===== src/rtl/neuron_pkg.sv =====
// Shared types and helpers for the time-multiplexed fixed-point neuron.
// Holds the FSM state enum, the accumulator-width rule and the output saturator.
package neuron_pkg;

    typedef enum logic [1:0] {
        IDLE   = 2'd0,
        ACCUM  = 2'd1,
        RESULT = 2'd2,
        HOLD   = 2'd3
    } state_t;

    // Working width for the saturator; wide enough for any practical ACC_W.
    localparam int SAT_W = 128;

    typedef struct packed {
        logic             sat;
        logic [SAT_W-1:0] value;
    } sat_res_t;

    function automatic int acc_width(input int dw, input int n_in);
        return 2 * dw + $clog2(n_in + 1);
    endfunction

    // Clip a sign-extended value to the signed dw-bit range and flag clipping.
    function automatic sat_res_t saturate(input logic signed [SAT_W-1:0] v, input int dw);
        logic signed [SAT_W-1:0] hi;
        logic signed [SAT_W-1:0] lo;
        sat_res_t                r;
        hi      = (SAT_W'(1) <<< (dw - 1)) - SAT_W'(1);
        lo      = ~hi;
        r.sat   = 1'b0;
        r.value = v;
        if (v > hi) begin
            r.value = hi;
            r.sat   = 1'b1;
        end else if (v < lo) begin
            r.value = lo;
            r.sat   = 1'b1;
        end
        return r;
    endfunction

endpackage


===== src/rtl/neuron_mac_unit.sv =====
// Single signed DWxDW multiplier feeding an ACC_W accumulator.
// load overrides en, so a new computation can start from the bias in one cycle.
module neuron_mac_unit #(
    parameter int DW    = 16,
    parameter int ACC_W = 36
) (
    input  logic                    clk,
    input  logic                    reset,
    input  logic                    load,
    input  logic signed [ACC_W-1:0] load_val,
    input  logic                    en,
    input  logic signed [DW-1:0]    a,
    input  logic signed [DW-1:0]    b,
    output logic signed [ACC_W-1:0] acc
);

    logic signed [2*DW-1:0]  a_ext;
    logic signed [2*DW-1:0]  b_ext;
    logic signed [2*DW-1:0]  prod;
    logic signed [ACC_W-1:0] prod_ext;

    assign a_ext    = {{DW{a[DW-1]}}, a};
    assign b_ext    = {{DW{b[DW-1]}}, b};
    assign prod     = a_ext * b_ext;
    assign prod_ext = {{(ACC_W-2*DW){prod[2*DW-1]}}, prod};

    always_ff @(posedge clk) begin
        if (reset) begin
            acc <= '0;
        end else if (load) begin
            acc <= load_val;
        end else if (en) begin
            acc <= acc + prod_ext;
        end
    end

endmodule


===== src/rtl/neuron_mac_seq.sv =====
// Time-multiplexed neuron: bias + sum(x[i]*w[i]) over N_IN cycles, then rescale,
// saturate and optional ReLU. States: IDLE accept | ACCUM mac | RESULT register | HOLD output.
module neuron_mac_seq
    import neuron_pkg::*;
#(
    parameter int N_IN = 15,
    parameter int DW   = 16,
    parameter int FRAC = 0
) (
    input  logic                       clk,
    input  logic                       reset,
    input  logic                       w_wr_en,
    input  logic [$clog2(N_IN+1)-1:0]  w_wr_addr,
    input  logic signed [DW-1:0]       w_wr_data,
    input  logic                       relu_en,
    input  logic                       in_valid,
    output logic                       in_ready,
    input  logic [N_IN*DW-1:0]         in_data,
    output logic                       out_valid,
    input  logic                       out_ready,
    output logic signed [DW-1:0]       out_data,
    output logic                       out_sat
);

    localparam int ACC_W = acc_width(DW, N_IN);
    localparam int IDX_W = $clog2(N_IN + 1);

    state_t state;
    state_t state_nxt;

    logic                    acc_load;
    logic                    mac_en;
    logic                    res_load;
    logic                    wr_ok;

    logic signed [DW-1:0]    w_mem [0:N_IN];
    logic [N_IN*DW-1:0]      x_q;
    logic                    relu_q;
    logic [IDX_W-1:0]        idx;

    logic signed [DW-1:0]    bias_eff;
    logic signed [ACC_W-1:0] bias_ext;
    logic signed [ACC_W-1:0] bias_acc;
    logic signed [DW-1:0]    x_cur;
    logic signed [DW-1:0]    w_cur;
    logic signed [ACC_W-1:0] acc;
    logic signed [ACC_W-1:0] r_shift;
    sat_res_t                sat_res;
    logic signed [DW-1:0]    res_val;

    always_ff @(posedge clk) begin
        if (reset) begin
            state <= IDLE;
        end else begin
            state <= state_nxt;
        end
    end

    always_comb begin
        state_nxt = state;
        in_ready  = 1'b0;
        acc_load  = 1'b0;
        mac_en    = 1'b0;
        res_load  = 1'b0;
        unique case (state)
            IDLE: begin
                in_ready = ~reset;
                if (in_valid) begin
                    acc_load  = 1'b1;
                    state_nxt = ACCUM;
                end
            end
            ACCUM: begin
                mac_en = 1'b1;
                if (idx == IDX_W'(N_IN - 1)) begin
                    state_nxt = RESULT;
                end
            end
            RESULT: begin
                res_load  = 1'b1;
                state_nxt = HOLD;
            end
            HOLD: begin
                if (out_ready) begin
                    state_nxt = IDLE;
                end
            end
            default: state_nxt = IDLE;
        endcase
    end

    assign wr_ok = w_wr_en && (state == IDLE);

    always_ff @(posedge clk) begin
        if (reset) begin
            for (int i = 0; i <= N_IN; i++) begin
                w_mem[i] <= '0;
            end
        end else if (wr_ok) begin
            for (int i = 0; i <= N_IN; i++) begin
                if (w_wr_addr == IDX_W'(i)) begin
                    w_mem[i] <= w_wr_data;
                end
            end
        end
    end

    // A bias write in the accept cycle must be seen by the accumulator load.
    assign bias_eff = (wr_ok && (w_wr_addr == IDX_W'(N_IN))) ? w_wr_data : w_mem[N_IN];
    assign bias_ext = {{(ACC_W-DW){bias_eff[DW-1]}}, bias_eff};
    assign bias_acc = bias_ext <<< FRAC;

    assign x_cur = x_q[idx*DW +: DW];
    assign w_cur = w_mem[idx];

    neuron_mac_unit #(
        .DW    (DW),
        .ACC_W (ACC_W)
    ) u_mac (
        .clk      (clk),
        .reset    (reset),
        .load     (acc_load),
        .load_val (bias_acc),
        .en       (mac_en),
        .a        (x_cur),
        .b        (w_cur),
        .acc      (acc)
    );

    assign r_shift = acc >>> FRAC;
    assign sat_res = saturate({{(SAT_W-ACC_W){r_shift[ACC_W-1]}}, r_shift}, DW);
    assign res_val = sat_res.value[DW-1:0];

    always_ff @(posedge clk) begin
        if (reset) begin
            x_q       <= '0;
            relu_q    <= 1'b0;
            idx       <= '0;
            out_valid <= 1'b0;
            out_data  <= '0;
            out_sat   <= 1'b0;
        end else begin
            if (acc_load) begin
                x_q    <= in_data;
                relu_q <= relu_en;
                idx    <= '0;
            end else if (mac_en && (idx != IDX_W'(N_IN - 1))) begin
                idx <= idx + IDX_W'(1);
            end
            if (res_load) begin
                out_valid <= 1'b1;
                out_sat   <= sat_res.sat;
                out_data  <= (relu_q && res_val[DW-1]) ? '0 : res_val;
            end else if ((state == HOLD) && out_ready) begin
                out_valid <= 1'b0;
            end
        end
    end

endmodule

===== config.mk =====
export PLATFORM = sky130hd
export DESIGN_NAME = neuron_mac_seq
export DESIGN_NICKNAME = d
export VERILOG_FILES = /design/src/rtl/neuron_pkg.sv /design/src/rtl/neuron_mac_unit.sv /design/src/rtl/neuron_mac_seq.sv
export SDC_FILE = /design/constraint.sdc
export NUM_CORES = 2
export LEC_CHECK = 0
export ABC_CLOCK_PERIOD_IN_PS = 8750
export CORE_AREA = 2 2 327 329
export CTS_CLUSTER_SIZE = 20
export DETAILED_ROUTE_END_ITERATION = 10
export DIE_AREA = 0 0 329 331
export PLACE_DENSITY_LB_ADDON = 0.08
export SYNTH_ARGS = -nofsm -noshare
export SYNTH_HDL_FRONTEND = slang
export SYNTH_HIERARCHICAL = 1
export SYNTH_SLANG_ARGS = --single-unit

===== constraint.sdc =====
create_clock -name clk -period 8.75 [get_ports clk]
set_input_delay 0.875 -clock clk [delete_from_list [all_inputs] [get_ports clk]]
set_output_delay 0.875 -clock clk [all_outputs]
set_load 0.005 [all_outputs]

Word level (Yosys, flattened, before mapping)
Memory sizes are Yosys's and may differ from the RTL's. A register that Yosys moved wholly into a read port is not among the register bits.
Index checks and enable logic that the tools add are counted.
- register bits: 301
- memory bits (writable): 256
- bits of input ports: 266
- output and inout port bits: 19
- logic and storage cells: 167
- memories: 1
- add/subtract/negate cells: 2
- multipliers: 1
- order comparisons: 2
- eq/ne operators: 23
- shift operators: 1
- muxes and demuxes: 101
- bitwise operators: 17
- reductions and logical operators: 11
- memory list (memory ; words ; bits a word ; read ports ; clocked after memory_dff ; write ports ; line ; source):
    w_mem ; 16 ; 16 ; 2 ; 1 ; 16 ; neuron_mac_seq.sv:36 ; logic signed [DW-1:0] w_mem [0:N_IN];
- operators with widths (kind ; count):
    16-bit 2-to-1 mux ; 18
    129-bit 2-to-1 mux ; 2
    240-bit by 9-bit indexed part select with 16-bit output ; 1
    1-bit 2-to-1 mux ; 73
    36-bit 2-to-1 mux ; 2
    36-bit by 32-bit adder with 36-bit output ; 1
    4-bit equality test, second input constant ; 9
    36-bit by 16-bit greater-than comparator with 1-bit output, second input constant ; 1
    36-bit by 16-bit less-than comparator with 1-bit output, second input constant ; 1
    16-bit by 16-bit multiplier with 32-bit output ; 1
    4-bit by 3-bit equality test with 1-bit output, second input constant ; 4
    1-bit bitwise OR ; 16
    4-bit by 2-bit equality test with 1-bit output, second input constant ; 2
    4-bit 2-to-1 mux ; 2
    2-bit one-hot mux with 4 select lines ; 1
    2-bit 2-to-1 mux ; 3
    2-bit inequality test, second input constant ; 3
    1-bit logical AND ; 5
    4-bit by 1-bit adder with 4-bit output, second input constant ; 1
    2-bit equality test, second input constant ; 2
    4-bit by 1-bit equality test with 1-bit output, second input constant ; 1
    4-bit zero test ; 1
    4-bit inequality test, second input constant ; 1
    2-bit nonzero test ; 2
    other kinds (5) ; 5

Longest topological paths before layout
- word-level depth: 6
- depth in mapped cells: 29
- depth with buffers taken out: 27

Modules after synthesis
Netlist, hierarchy kept.
- by module, submodules not included (module ; instances ; cells an instance ; area an instance (µm²) ; sequential area each (µm²)):
    neuron_mac_seq ; 1 ; 1996 ; 22325.2 ; 13072.5
    neuron_mac_unit ; 1 ; 1476 ; 13284.0 ; 720.7

Least setup slack after synthesis
Ideal clock, no wire load.
- path kind: register to register
- from: reg idx[1]
- to: reg u_mac.acc[32]
- library setup time: 0.130 ns
- arrival time: 7.162 ns
- required time: 8.620 ns
- setup slack: 1.458 ns
- cell stages (with the launch flop): 27
- path buffers: 4
- clock period less this slack: 7.292 ns
- path through: dfxtp_1 buf_2 clkbuf_1 clkbuf_1 a211oi_1 a21oi_1 clkbuf_1 nand2_1 fa_1 fa_1 fa_1 inv_1 fa_1 fa_1 inv_1 fa_1 inv_1 ha_1 a21oi_1 a21boi_0 a311oi_1 nand2_1 o211ai_2 o21ai_2 and4_1 nor4_1 o22ai_1
- longest elaborated chain between the ends: 5
- ends and longest elaborated chain (item ; line ; source):
    from (decl) ; neuron_mac_seq.sv:39 ; logic [IDX_W-1:0] idx;
    from (signal assigned) ; neuron_mac_seq.sv:148 ; idx <= idx + IDX_W'(1);
    240-bit by 9-bit indexed part select with 16-bit output ; neuron_mac_seq.sv:113 ; assign x_cur = x_q[idx*DW +: DW];
    via x_cur[15] ; neuron_mac_seq.sv:44 ; logic signed [DW-1:0] x_cur;
    16-bit by 16-bit multiplier with 32-bit output ; neuron_mac_unit.sv:24 ; assign prod = a_ext * b_ext;
    36-bit by 32-bit adder with 36-bit output ; neuron_mac_unit.sv:33 ; acc <= acc + prod_ext;
    36-bit 2-to-1 mux ; neuron_mac_unit.sv:32 ; end else if (en) begin
    36-bit 2-to-1 mux ; neuron_mac_unit.sv:30 ; end else if (load) begin
    to (signal assigned) ; neuron_mac_unit.sv:31 ; acc <= load_val;
    to (signal assigned) ; neuron_mac_unit.sv:33 ;
    to (decl) ; neuron_mac_unit.sv:14 ; output logic signed [ACC_W-1:0] acc
The timed path passes the listed nets, and every way through them passes these cells. The select of a mux whose other input is x is not followed.
A chain may end at the register's enable or synchronous reset.

Worst setup path in the final report
- from: reg idx[0]
- to: reg u_mac.acc[32]
The elaborated chain is that of the path after synthesis.

==> flow_metrics.py <==
metrics = {
    "outcome": {
        "status": "complete, no violations",
    },
    "grt": {
        "grt_max_degree": 221,
        "gr-usage-met3_pct": 2.71,
        "gr-total-overflow": 0,
        "use_met2_pct": 36.8,
        "grt_pass1_vias": 27000,
        "antenna_found_initial": 9,
        "top_usage_layer": "met2",
        "track_usage_pct": 21.4,
        "grtUsageMet1_pct": 28.8,
        "grt_pass1_wl_mm": 174,
    },
    "worst_setup_path": {
        "path_delay_family": "adder cells",
        "path_buf_inv": 7,
        "worstSetupStartpointType": "flip-flop",
        "end_kind": "flip-flop",
        "cp_common_cell": "fa_1",
        "crit_fanout": 16,
        "required_ns": 9.20,
        "critical-path-max-stage-delay_ns": 0.75,
        "crit_arrival_ns": 8.69,
        "crit_slowest_cell": "a211oi_1",
        "crit_type": "flip-flop to flip-flop",
    },
    "timing": {
        "rsz0062_at_grt": "false",
        "fin_skew_ns": 0.0407,
        "max-slew-margin-rel_pct": 22.4,
        "finalHoldViolCount": 0,
        "fmax_ghz": 0.121,
        "slew_viol_final": 0,
        "finalCritPeriodShare_pct": 94.2,
        "worst_slack_ns": 0.503,
        "period_needed_ns": 8.25,
        "setup_tns_ns": 0,
        "setup_viol": 0,
        "tightest_slew_ns": 1.16,
    },
    "pwr": {
        "power_density_nw_per_um2": 429,
        "irDropWorstVdd_mv": 0.454,
        "p_leak_uw": 0.0173,
    },
    "cts": {
        "htreeDepth": 3,
        "clock_sinks": 561,
        "clk_pin_slew_ns": 0.06,
        "insertion_delay_ns": 0.64,
        "numCtsBuffers": 70,
        "hold_buffers": 0,
        "clock-root-buffer": "clkbuf_16",
        "cts_tree": "done",
        "clockBufferDepth": 3,
    },
    "floorplanning": {
        "pin_count": 285,
        "dieHeight_um": 331,
        "start_util_pct": 33.9,
        "core_area_um2": 105000,
        "fp.dieW_um": 329,
        "dieArea_um2": 109000,
        "row_count": 119,
    },
    "detailed_routing": {
        "drtIter0Drc": 1675,
        "dr.pass1.iters": 5,
        "postRouteAntennaNets": 0,
        "vias": 25400,
        "drt-total-wl_mm": 114,
        "wl_per_cell_um": 22.1,
        "routed_via_density": 4.94,
        "drc": 0,
    },
    "finish": {
        "multi_input_area_um2": 19400,
        "nNetsFinal": 4396,
        "final_cell_mix": "nand2_1 (689), inv_1 (416), a21oi_1 (332)",
        "n_fill_cell": 10400,
        "stdcell_count": 5151,
        "drive_gt1_share_pct": 8.83,
        "syn_to_final_growth_pct": 19.3,
        "layout_commonest_cell": "nand2_1",
        "seq_area_um2": 13800,
    },
    "logic_synthesis": {
        "syn_area_um2": 35600,
        "yosysWarnings": 6,
        "synthFlopType": "dfxtp_1",
        "syn_area_per_cell_um2": 10.3,
        "synth_xor_area_share_pct": 0.861,
        "syn_inst": 3472,
        "synth-simple-area-share_pct": 13.7,
        "synth.distinct_cells": 73,
        "synth-adder-area-share_pct": 21.7,
        "synth-compound-area-share_pct": 7.90,
        "synthMuxAreaShare_pct": 10.3,
        "synth-seq-area-share_pct": 38.7,
        "synth_top_family_by_area": "adder cells",
        "ys_ff_latch": 561,
        "synth-edff-count": 256,
        "synthesis.nets": 4166,
        "async_flop_share_pct": 0,
    },
    "hold_path": {
        "min_path_type": "flip-flop to flip-flop",
    },
    "placement": {
        "dp_hpwl_mm": 81.8,
        "dp_slack_ns": 0.433,
        "place_congestion": 0.813,
        "numPortBuffers": 284,
        "dp_cells": 5015,
    },
    "flow_run": {
        "maxCapViolations": 0,
    },
}
==> repair_timing <==
action	in CTS	in global routing
setup buffers	0	6
gates resized for setup	0	1
setup endpoints to repair	0	4
==> worst register-to-register path, delay by kind of cell, from the launching register on <==
family                     cells  cell delay, ns
AOI/OAI and AO/OA              9            2.14
adders and majority gates      7            3.36
buffers and inverters          7            0.87
DFF                            1            0.35
muxes                          1            0.55
and+or+nand+nor                4            0.82
==> sequential cells by signal (all words and copies together), names as in the netlist, named ones only <==
name and count:
w_mem 256, x_q 240, u_mac/acc 36, out_data 16, idx 4, state 2
out_sat 1, out_valid 1, relu_q 1
==> synthesized netlist by cell type (16+ instances only) <==
cell type  count  area [µm²]
a211oi_1      22         165
a21oi_1      335        1680
and2_1       124         776
buf_1         23        86.3
clkbuf_1     168         631
dfxtp_1      305        6110
edfxtp_1     256        7690
fa_1         314        6290
ha_1         114        1430
inv_1        418        1570
mux2_2        17         191
mux2i_1       43         430
mux4_1        39        1020
mux4_2        89        2000
nand2_1      690        2590
nor2_1       235         882
nor2b_1       27         169
o2bb2ai_1     16         140
xnor2_1       26         228
==> cells by family after synthesis <==
| family | count (synthesis) |
|---|---|
| multiplexers | 188 |
| adder cells (fa/ha/maj) | 428 |
| flip-flops | 561 |
| AND/OR/NAND/NOR | 1149 |
| buffers and inverters | 632 |
| AO/OA/AOI/OAI | 479 |
| XOR/XNOR | 35 |
==> final cells by class <==
cell class                 count  area share, %
multi-input combinational   2279           45.7
timing repair buffer         371           8.45
clock inverter                23          0.733
sequential                   561           32.5
inverter                     419           3.72
tap                         1391           4.10
antenna                        2         0.0118
clock buffer                 105           4.80
==> through the flow <==
stage / utilization [%] / hold slack, ns / instance area (µm²) / total power, µW
2_1_floorplan: - / 0.433 / 35600 / 12000
3_3_place_gp: 38.2 / 0.442 / 40100 / 15500
6_report: 40.5 / 0.450 / 42500 / 18200
4_1_cts: 40.4 / 0.451 / 42400 / 18500
5_1_grt: 40.5 / 0.466 / 42500 / 20200
3_5_place_dp: 38.2 / 0.444 / 40100 / 15400
==> layer usage <==
layer	vias to the layer above	wire length [µm]
met4	2	1960
met3	126	4010
met5	-	13
met2	445	56500
met1	12900	51500
li1	11900	-
==> worst paths after layout <==
path / from / end / slack [ns] / cells after the start
setup / recovery: idx[0] / u_mac/acc[32] / 0.50 / 28
hold / removal: x_q[169] / x_q[169] / 0.45 / 2
setup reg to reg: idx[0] / u_mac/acc[32] / 0.50 / 28
hold reg to reg: x_q[169] / x_q[169] / 0.45 / 2
==> power breakdown <==
| part | internal, µW | total [µW] | switching (µW) |
|---|---|---|---|
| Combinational | 4780 | 11900 | 7090 |
| Sequential | 3120 | 3380 | 263 |
| Clock | 1750 | 2970 | 1220 |
Note: power is estimated with default switching activity, not from simulation.
